[src/rtl/vedic_seq_mul_ctrl.sv]
// rtl/vedic_seq_mul_ctrl.sv - sequential WIDTHxWIDTH multiplier built on one shared vedic 2x2 core

// 2x2 vedic multiplier: 2-bit x 2-bit unsigned product, purely combinational.
module vedic_2x2 (
  input  logic [1:0] mul_1,
  input  logic [1:0] mul_2,
  output logic [3:0] product
);
  logic p_cross;
  logic c_cross;
  logic p_high;

  // Vertically-and-crosswise: low bit, cross terms, then the high digit plus carry.
  always_comb begin
    p_cross    = (mul_1[1] & mul_2[0]) ^ (mul_1[0] & mul_2[1]);
    c_cross    = (mul_1[1] & mul_2[0]) & (mul_1[0] & mul_2[1]);
    p_high     = mul_1[1] & mul_2[1];
    product[0] = mul_1[0] & mul_2[0];
    product[1] = p_cross;
    product[2] = p_high ^ c_cross;
    product[3] = p_high & c_cross;
  end
endmodule

// Controller: accepts an operand pair, walks every (i, j) digit pair through the
// shared core, accumulates shifted partial products, then holds the result.
module vedic_seq_mul_ctrl #(
  parameter int WIDTH = 8
) (
  input  logic               clk,
  input  logic               rst_n,
  input  logic               in_valid,
  output logic               in_ready,
  input  logic [WIDTH-1:0]   a,
  input  logic [WIDTH-1:0]   b,
  output logic               out_valid,
  input  logic               out_ready,
  output logic [2*WIDTH-1:0] product,
  output logic               busy
);
  localparam int N    = WIDTH / 2;
  localparam int I_W  = (N > 1) ? $clog2(N) : 1;
  localparam int P_W  = 2 * WIDTH;
  localparam int SH_W = $clog2(P_W);
  localparam logic [I_W-1:0] LAST = I_W'(N - 1);

  localparam logic [1:0] IDLE = 2'd0;
  localparam logic [1:0] RUN  = 2'd1;
  localparam logic [1:0] HOLD = 2'd2;

  logic [1:0]       state;
  logic [WIDTH-1:0] a_reg;
  logic [WIDTH-1:0] b_reg;
  logic [P_W-1:0]   acc;
  logic [P_W-1:0]   acc_next;
  logic [P_W-1:0]   term;
  logic [I_W-1:0]   i_idx;
  logic [I_W-1:0]   j_idx;
  logic [1:0]       mul_1;
  logic [1:0]       mul_2;
  logic [3:0]       core_product;
  logic [SH_W-1:0]  shift_amt;
  logic             last_step;

  // The step counter k is kept split as (i, j) so no divider is needed for k/N, k%N.
  always_comb begin
    mul_1     = 2'(a_reg >> {i_idx, 1'b0});
    mul_2     = 2'(b_reg >> {j_idx, 1'b0});
    shift_amt = SH_W'({i_idx, 1'b0}) + SH_W'({j_idx, 1'b0});
    term      = P_W'(core_product) << shift_amt;
    acc_next  = acc + term;
    last_step = (i_idx == LAST) && (j_idx == LAST);
  end

  vedic_2x2 u_core (
    .mul_1   (mul_1),
    .mul_2   (mul_2),
    .product (core_product)
  );

  // Handshake flags are pure decodes of the state register.
  always_comb begin
    in_ready  = (state == IDLE);
    out_valid = (state == HOLD);
    busy      = (state != IDLE);
  end

  // Sequencer: accept, accumulate one partial product per cycle, hold until consumed.
  always_ff @(posedge clk or negedge rst_n) begin
    if (!rst_n) begin
      state   <= IDLE;
      a_reg   <= '0;
      b_reg   <= '0;
      acc     <= '0;
      i_idx   <= '0;
      j_idx   <= '0;
      product <= '0;
    end else begin
      case (state)
        IDLE: begin
          if (in_valid) begin
            a_reg <= a;
            b_reg <= b;
            acc   <= '0;
            i_idx <= '0;
            j_idx <= '0;
            state <= RUN;
          end
        end
        RUN: begin
          acc <= acc_next;
          if (last_step) begin
            i_idx   <= '0;
            j_idx   <= '0;
            product <= acc_next;
            state   <= HOLD;
          end else if (j_idx == LAST) begin
            j_idx <= '0;
            i_idx <= i_idx + I_W'(1);
          end else begin
            j_idx <= j_idx + I_W'(1);
          end
        end
        HOLD: begin
          if (out_ready) begin
            state <= IDLE;
          end
        end
        default: state <= IDLE;
      endcase
    end
  end
endmodule
[config.mk]
export PLATFORM = sky130hd
export DESIGN_NAME = vedic_seq_mul_ctrl
export DESIGN_NICKNAME = d
export VERILOG_FILES = /design/src/rtl/vedic_seq_mul_ctrl.sv
export SDC_FILE = /design/constraint.sdc
export NUM_CORES = 1
export LEC_CHECK = 0
export CORE_UTILIZATION = 56
export DETAILED_ROUTE_END_ITERATION = 12
export MAX_ROUTING_LAYER = met4
export PLACE_DENSITY = 0.86
export SYNTH_ARGS = -nofsm -noshare
export SYNTH_HDL_FRONTEND = slang
export SYNTH_HIERARCHICAL = 1
export SYNTH_SLANG_ARGS = --single-unit
[constraint.sdc]
create_clock -name clk -period 4.4 [get_ports clk]
set_input_delay 0.66 -clock clk [delete_from_list [all_inputs] [get_ports clk]]
set_output_delay 0.66 -clock clk [all_outputs]
set_load 0.01 [all_outputs]
==> reports/results.tsv, run 1 <==
metric	value	unit
Post-CTS Resized	0	
R2R Setup Slk	0.44	ns
Final setup violation count	0	
Avg Cell Area, Syn	9.629	sq um
Synth async-reset ratio	100.0	%
Synth top cells by count	54 x dfrtp_1, 44 x nand2_1, 28 x nor2_1	
sw frac	42.50	%
fin. max-slew vios	0	
Synth Area in XOR/XNOR	2.987	%
RSZ-0062 raised after global routing	false	
count leader, synth	dfrtp_1	
CP endpoint	acc[13]	
post-CTS setup buffer count	0	
ant diodes	0	
H-tree depth	2	
VDD IR max	354.9	uV
die area	6068	sq um
#FFs+latches synth	54	
Root Buffer	clkbuf_8	
Pleak	1.681	nW
r2r startpoint	j_idx[0]	
CP Data Required Time	4.56	ns
multi-input logic area	1780	sq um
GP Congestion	0.9302	
Avg Vias per Cell	5.986	
Slew @ Worst Pin	1.076	ns
Fin Setup TNS	0	ns
Pre-antenna DRT Iters	5	
Avg WL per Cell	16.42	um
Synth Area in Adders	8.999	%
Worst Setup SP	j_idx[0]	
clock latency on the worst-skew pair	0.31	ns
DRT Wirelength	7243	um
Synth area leader	dfrtp_1	
# DRC	0	
Max FO, Critical Path	6	
power per cell area	777.7	nW/um^2
final worst path period need	3.964	ns
critical path class	register to register	
Register Area	1351	sq um
FF-to-FF End	acc[13]	
largest family of logic cells by synthesized area	simple AND/OR/NAND/NOR gates	
first-pass GRT wire length	12560	um
skew final	0.005897	ns
Net Switching	0.001248	W
Synth Area in Simple Gates	17.61	%
Synth Cell Area	3226	sq um
nature of the critical path startpoint	register	
combinational share of power	56.7	%
area grow syn2layout	17.07	%
Hold Buf Count CTS	0	
largest net degree at the start of global routing	55	
via count	2640	
final instance area	3776	sq um
Data arrival, critical path	4.13	ns
syn_nets	377	
Hold Path Class	primary input to asynchronous set/reset pin	
hpwl dp	5348	um
Main synth FF type	dfrtp_1	
synth warn	6	
status	completed	
post-synthesis cell count	335	
Internal Pwr Total	0.001689	W
mux share of post-synthesis cell area	9.426	%
R2R cell count	13	
Yosys cell types	47	
grt total ovfl	0	
Routed Antenna Nets	0	
Synth top area share	41.89	%
register area share after synthesis	41.89	%
sequential power share	29.9	%
Floorplan Core Area	5540	sq um
Num Clock Sinks	54	
Fill cells	452	
fin crit share	90.10	%
Port Buffer Count	38	
CP Capture Type	register	
synth top area cells	dfrtp_1 42%, ha_1 7.8%, nand2_1 5.1%, mux2_1 3.5%, nor2_1 3.3%	
height of the die	77.90	um
Die Wd	77.90	um
Fin. Hold Viols	0	
CTS Buf Count	5	
num ports	39	
post-layout net count	410	
number of flops mapped to enable cells by yosys	0	
# rows	27	
biggest regs	acc: 16 flops, product: 16 flops	
total of max-cap violations	0	
GR Util All Layers	27.13	%
f_max	252.2	MHz
clk buf depth	2	
initial antenna violation count	0	
DR iter-0 viols	150	
Max-slew headroom	28.28	%
CTS clk-pin slew, worst paths	0.10	ns
Synth Area in Compound Gates	16.18	%
Placement Cell Area	3638	sq um
share of layout cells above drive strength 1	7.588	%
vias in the first global route	2651	
CTS tree	built	
Clk pwr share	13.5	%
Initial Util	58.22	%
metrics by stage:
| step | total power (W) | std cells | utilization [%] | setup WS (ns) | hold slack (ns) |
|---|---|---|---|---|---|
| after floorplan | 0.002093 | 335 | - | 0.9750 | 0.3644 |
| after global placement | 0.002444 | 433 | 65.67 | 0.6306 | 0.4579 |
| after detailed placement | 0.002524 | 433 | 65.67 | 0.5053 | 0.4638 |
| after CTS | 0.002928 | 441 | 68.16 | 0.4403 | 0.4859 |
| after global routing | 0.003172 | 441 | 68.16 | 0.1578 | 0.5163 |
| final | 0.002937 | 441 | 68.16 | 0.4356 | 0.4442 |
placed cells by master (no fill, tap or decap), types with 6 or more instances in the layout:
cell type / synthesis / routed
ha_1: 20 / 20
xor2_1: 9 / 9
nand2_1: 44 / 44
clkdlybuf4s50_1: 0 / 37
mux2_1: 10 / 10
a21o_1: 9 / 9
nand2b_1: 6 / 6
dfrtp_1: 54 / 54
nor2_1: 28 / 28
o21ai_1: 21 / 21
o21ai_0: 14 / 14
and2_1: 11 / 11
a21oi_1: 15 / 15
nand3_1: 15 / 15
mux2_2: 6 / 6
power by group through the flow:
stage / Sequential, W / Combinational [W] / Clock [W]
floorplan: 0.000867 / 0.00123 / 0
global placement: 0.000875 / 0.00157 / 0
detailed placement: 0.000884 / 0.00164 / 0
CTS: 0.000877 / 0.00165 / 0.000402
global route: 0.000904 / 0.00185 / 0.000417
finish: 0.000877 / 0.00166 / 0.000395
critical path, stage by stage (launching register included):
cell and delay (ns):
dfrtp_1 0.49, mux4_2 0.54, and2_1 0.17, ha_1 0.19, ha_1 0.23, mux2i_2 0.32, nor2_1 0.09, ha_1 0.35
a21o_1 0.20, a21oi_1 0.26, a21oi_1 0.21, a221oi_1 0.37, xor2_1 0.29, o21ai_1 0.10
layout make-up:
| class | instances | share of cell area, % |
|---|---|---|
| Clock buffer | 5 | 1.822 |
| Clock inverter | 3 | 1.822 |
| Inverter | 5 | 0.4970 |
| Multi-Input combinational cell | 261 | 47.15 |
| Sequential cell | 54 | 35.79 |
| Tap cell | 72 | 2.386 |
| Timing Repair Buffer | 41 | 10.54 |
layer usage:
metal / up-vias / routed length (um) / GRT usage [%] / share of wire, %
met3: 15 / 367 / 4.706 / 5.1
met4: 0 / 130 / 7.778 / 1.8
li1: 1255 / - / - / -
met2: 91 / 3435 / 42.92 / 47
met1: 1279 / 3309 / 36.10 / 46
met5: - / 0 / - / 0
worst min-delay path by stage:
| stage | to | startpoint | cells after the start | slack [ns] |
|---|---|---|---|---|
| finish | b_reg[2] | rst_n | 2 | 0.44 |
| global route | product[3] | product[3] | 2 | 0.52 |
| CTS | b_reg[1] | rst_n | 2 | 0.49 |
| detailed placement | product[0] | product[0] | 2 | 0.46 |
| global placement | product[0] | product[0] | 2 | 0.46 |
| floorplan | a_reg[0] | rst_n | 0 | 0.36 |
cell families (layout without fill, tap and decap cells):
| family | after synthesis | after routing |
|---|---|---|
| flops | 54 | 54 |
| fa+ha+maj | 22 | 22 |
| simple gates | 121 | 121 |
| mux | 23 | 23 |
| xor+xnor | 11 | 11 |
| buf+inv | 20 | 54 |
| compound gates | 84 | 84 |
Note: power is estimated with default switching activity, not from simulation.
==> run 2, diff against run 1 <==
- SKIP_LAST_GASP: not set -> 1
==> results of run 2 <==
The final DEF is identical to that of run 1; final timing and power are the same.
==> run 3, diff against run 2 <==
- CORE_UTILIZATION: 56 -> 60
- PLACE_DENSITY: 0.86 -> 0.91
- clock period: 4.4 -> 5.08 ns (I/O delays scaled with it)
==> run 3 against run 2 <==
Compared with the run above:
- non-clock buffer count decreased by 2
- sequential power decreased by 13%
- worst hold slack improved by 0.041 ns
- combinational power fell by 13%
- first-iteration DRC count fell by 9.3%
- sequential cell count stayed put
- largest power group unchanged
==> reports/results.tsv, run 3 (synthesis gave the netlist of run 1 again) <==
metric	value	unit	change
status	completed		unchanged
vias in the first global route	2552		was 2651
# rows	26		was 27
Data arrival, critical path	4.17	ns	was 4.13 ns
critical path class	register to register		unchanged
grt total ovfl	0		unchanged
CTS clk-pin slew, worst paths	0.10	ns	about the same
biggest regs	acc: 16 flops, product: 16 flops		unchanged
height of the die	75.32	um	was 77.90 um
DR iter-0 viols	136		was 150
initial antenna violation count	0		unchanged
total of max-cap violations	0		unchanged
sequential power share	29.7	%	was 29.9%
hold_ws	0.4848	ns	was 0.4442 ns
commonest non-fill, non-tap cell in the layout	dfrtp_1		unchanged
Max-slew headroom	25.10	%	was 28.28%
Hold Path Class	register to register		was primary input to asynchronous set/reset pin
Floorplan Core Area	5140	sq um	was 5540 sq um
# DRC	0		unchanged
Register Area	1351	sq um	unchanged
largest net degree at the start of global routing	55		unchanged
r2r startpoint	i_idx[0]		was j_idx[0]
R2R Setup Slk	1.08	ns	was 0.44 ns
Die Wd	75.32	um	was 77.90 um
Routed Antenna Nets	0		unchanged
VDD IR max	349.1	uV	was 354.9 uV
post-CTS setup buffer count	0		unchanged
H-tree depth	2		unchanged
area grow syn2layout	16.68	%	was 17.07%
hpwl dp	5457	um	was 5348 um
final worst slack	1.077	ns	was 0.4356 ns
GR Util All Layers	30.34	%	was 27.13%
Fin Setup TNS	0	ns	unchanged
Fin. Hold Viols	0		unchanged
CP Capture Type	register		unchanged
sw frac	42.59	%	was 42.50%
Hold Buf Count CTS	0		unchanged
Root Buffer	clkbuf_8		unchanged
most frequent cell on the critical path	ha_1		unchanged
min-delay src	product[3]		
f_max	249.8	MHz	was 252.2 MHz
Pleak	1.676	nW	was 1.681 nW
Clk pwr share	13.9	%	was 13.5%
Initial Util	62.76	%	was 58.22%
final instance area	3764	sq um	was 3776 sq um
post-layout net count	408		was 410
CP Data Required Time	5.24	ns	was 4.56 ns
Final setup violation count	0		unchanged
Pre-antenna DRT Iters	4		was 5
Fill cells	414		was 452
Placement Cell Area	3621	sq um	was 3638 sq um
DRT Wirelength	7422	um	was 7243 um
commonest non-fill, non-tap cells in the layout	54 x dfrtp_1, 44 x nand2_1, 37 x clkdlybuf4s50_1, 28 x nor2_1, 21 x o21ai_1		unchanged
num ports	39		unchanged
Worst Setup SP	i_idx[0]		was j_idx[0]
die area	5673	sq um	was 6068 sq um
CTS tree	built		unchanged
Internal Pwr Total	0.001471	W	was 0.001689 W
Port Buffer Count	38		unchanged
ant diodes	0		unchanged
skew final	0.009101	ns	was 0.005897 ns
Avg Vias per Cell	6.080		was 5.986
first-pass GRT wire length	12350	um	was 12560 um
clk buf depth	2		unchanged
multi-input logic area	1780	sq um	unchanged
pre-CTS setup slack	1.157	ns	was 0.5053 ns
fin crit share	78.80	%	was 90.10%
nature of the critical path startpoint	register		unchanged
fin. max-slew vios	0		unchanged
power per cell area	680.8	nW/um^2	was 777.7 nW/um^2
combinational share of power	56.3	%	was 56.7%
clock latency on the worst-skew pair	0.31	ns	about the same
Max FO, Critical Path	6		unchanged
via count	2657		was 2640
Avg WL per Cell	16.98	um	was 16.42 um
RSZ-0062 raised after global routing	false		unchanged
final worst path period need	4.003	ns	was 3.964 ns
CP peak stage delay	0.55	ns	was 0.54 ns
GP Congestion	1.010		was 0.9302
Slew @ Worst Pin	1.120	ns	was 1.076 ns
placed cells	429		was 433
Num Clock Sinks	54		unchanged
Critical-path top delay cell	mux4_2		unchanged
Post-CTS Resized	0		unchanged
Net Switching	0.001091	W	was 0.001248 W
share of layout cells above drive strength 1	7.084	%	was 7.588%
CTS Buf Count	5		unchanged
Finished Layout Cells	437		was 441
worst-path cell chain	mux4_2, and2_1, ha_1, ha_1, mux2i_1, nor2_1, ha_1, a211oi_1, o21ai_1, and2_1, a31oi_1, xor2_1, o21ai_1		was mux4_2, and2_1, ha_1, ha_1, mux2i_2, nor2_1, ha_1, a21o_1, a21oi_1, a21oi_1, a221oi_1, xor2_1, o21ai_1
[run 3: cell count changes in the layout (fill, tap and decap cells not counted), sizes merged]
cell and delta:
clkbuf +1, clkinv -1, buf -2
[run 3: worst paths after layout]
path	depth (start not counted)	end
max	13	product[10]
min reg2reg	2	product[3]
max in group asynchronous	2	b_reg[6]
max reg2reg	13	product[10]
min	2	product[3]
min in group asynchronous	2	acc[10]
[run 3: power groups by stage]
| stage | clock network (W) | registers, W | logic, W |
|---|---|---|---|
| 6_report | 0.000357 | 0.000762 | 0.00144 |
| 2_1_floorplan | 0 | 0.000751 | 0.00106 |
| 3_3_place_gp | 0 | 0.000760 | 0.00136 |
| 5_1_grt | 0.000374 | 0.000787 | 0.00160 |
| 3_5_place_dp | 0 | 0.000768 | 0.00142 |
| 4_1_cts | 0.000362 | 0.000760 | 0.00144 |
[run 3: cell type report]
type,instances,area share [%]
Sequential cell,54,35.90
Clock inverter,2,1.596
Inverter,5,0.4987
Clock buffer,6,2.194
Timing Repair Buffer,39,10.17
Multi-Input combinational cell,261,47.31
Tap cell,70,2.327
[run 3: metal layers]
metal / vias to the layer above / part of all wire [%] / routed length (um) / track usage [%]
met5: - / 0 / 0 / -
met4: 0 / 2.5 / 188 / 10.49
met3: 19 / 6.1 / 454 / 6.085
met2: 105 / 48 / 3587 / 48.12
met1: 1286 / 43 / 3192 / 39.06
li1: 1247 / - / - / -
[run 3: critical path, delay by kind of cell (launching register included)]
| kind | cells | cell delay (ns) |
|---|---|---|
| AO/OA/AOI/OAI | 4 | 0.91 |
| XOR/XNOR | 1 | 0.24 |
| adder cells (fa/ha/maj) | 3 | 0.84 |
| flip-flops | 1 | 0.50 |
| multiplexers | 2 | 0.86 |
| AND/OR/NAND/NOR | 3 | 0.51 |
[run 3: through the flow]
| step | util [%] | total power, W |
|---|---|---|
| after floorplan | - | 0.001813 |
| after global placement | 70.45 | 0.002116 |
| after detailed placement | 70.45 | 0.002185 |
| after CTS | 73.22 | 0.002559 |
| after global routing | 73.22 | 0.002764 |
| final | 73.22 | 0.002562 |
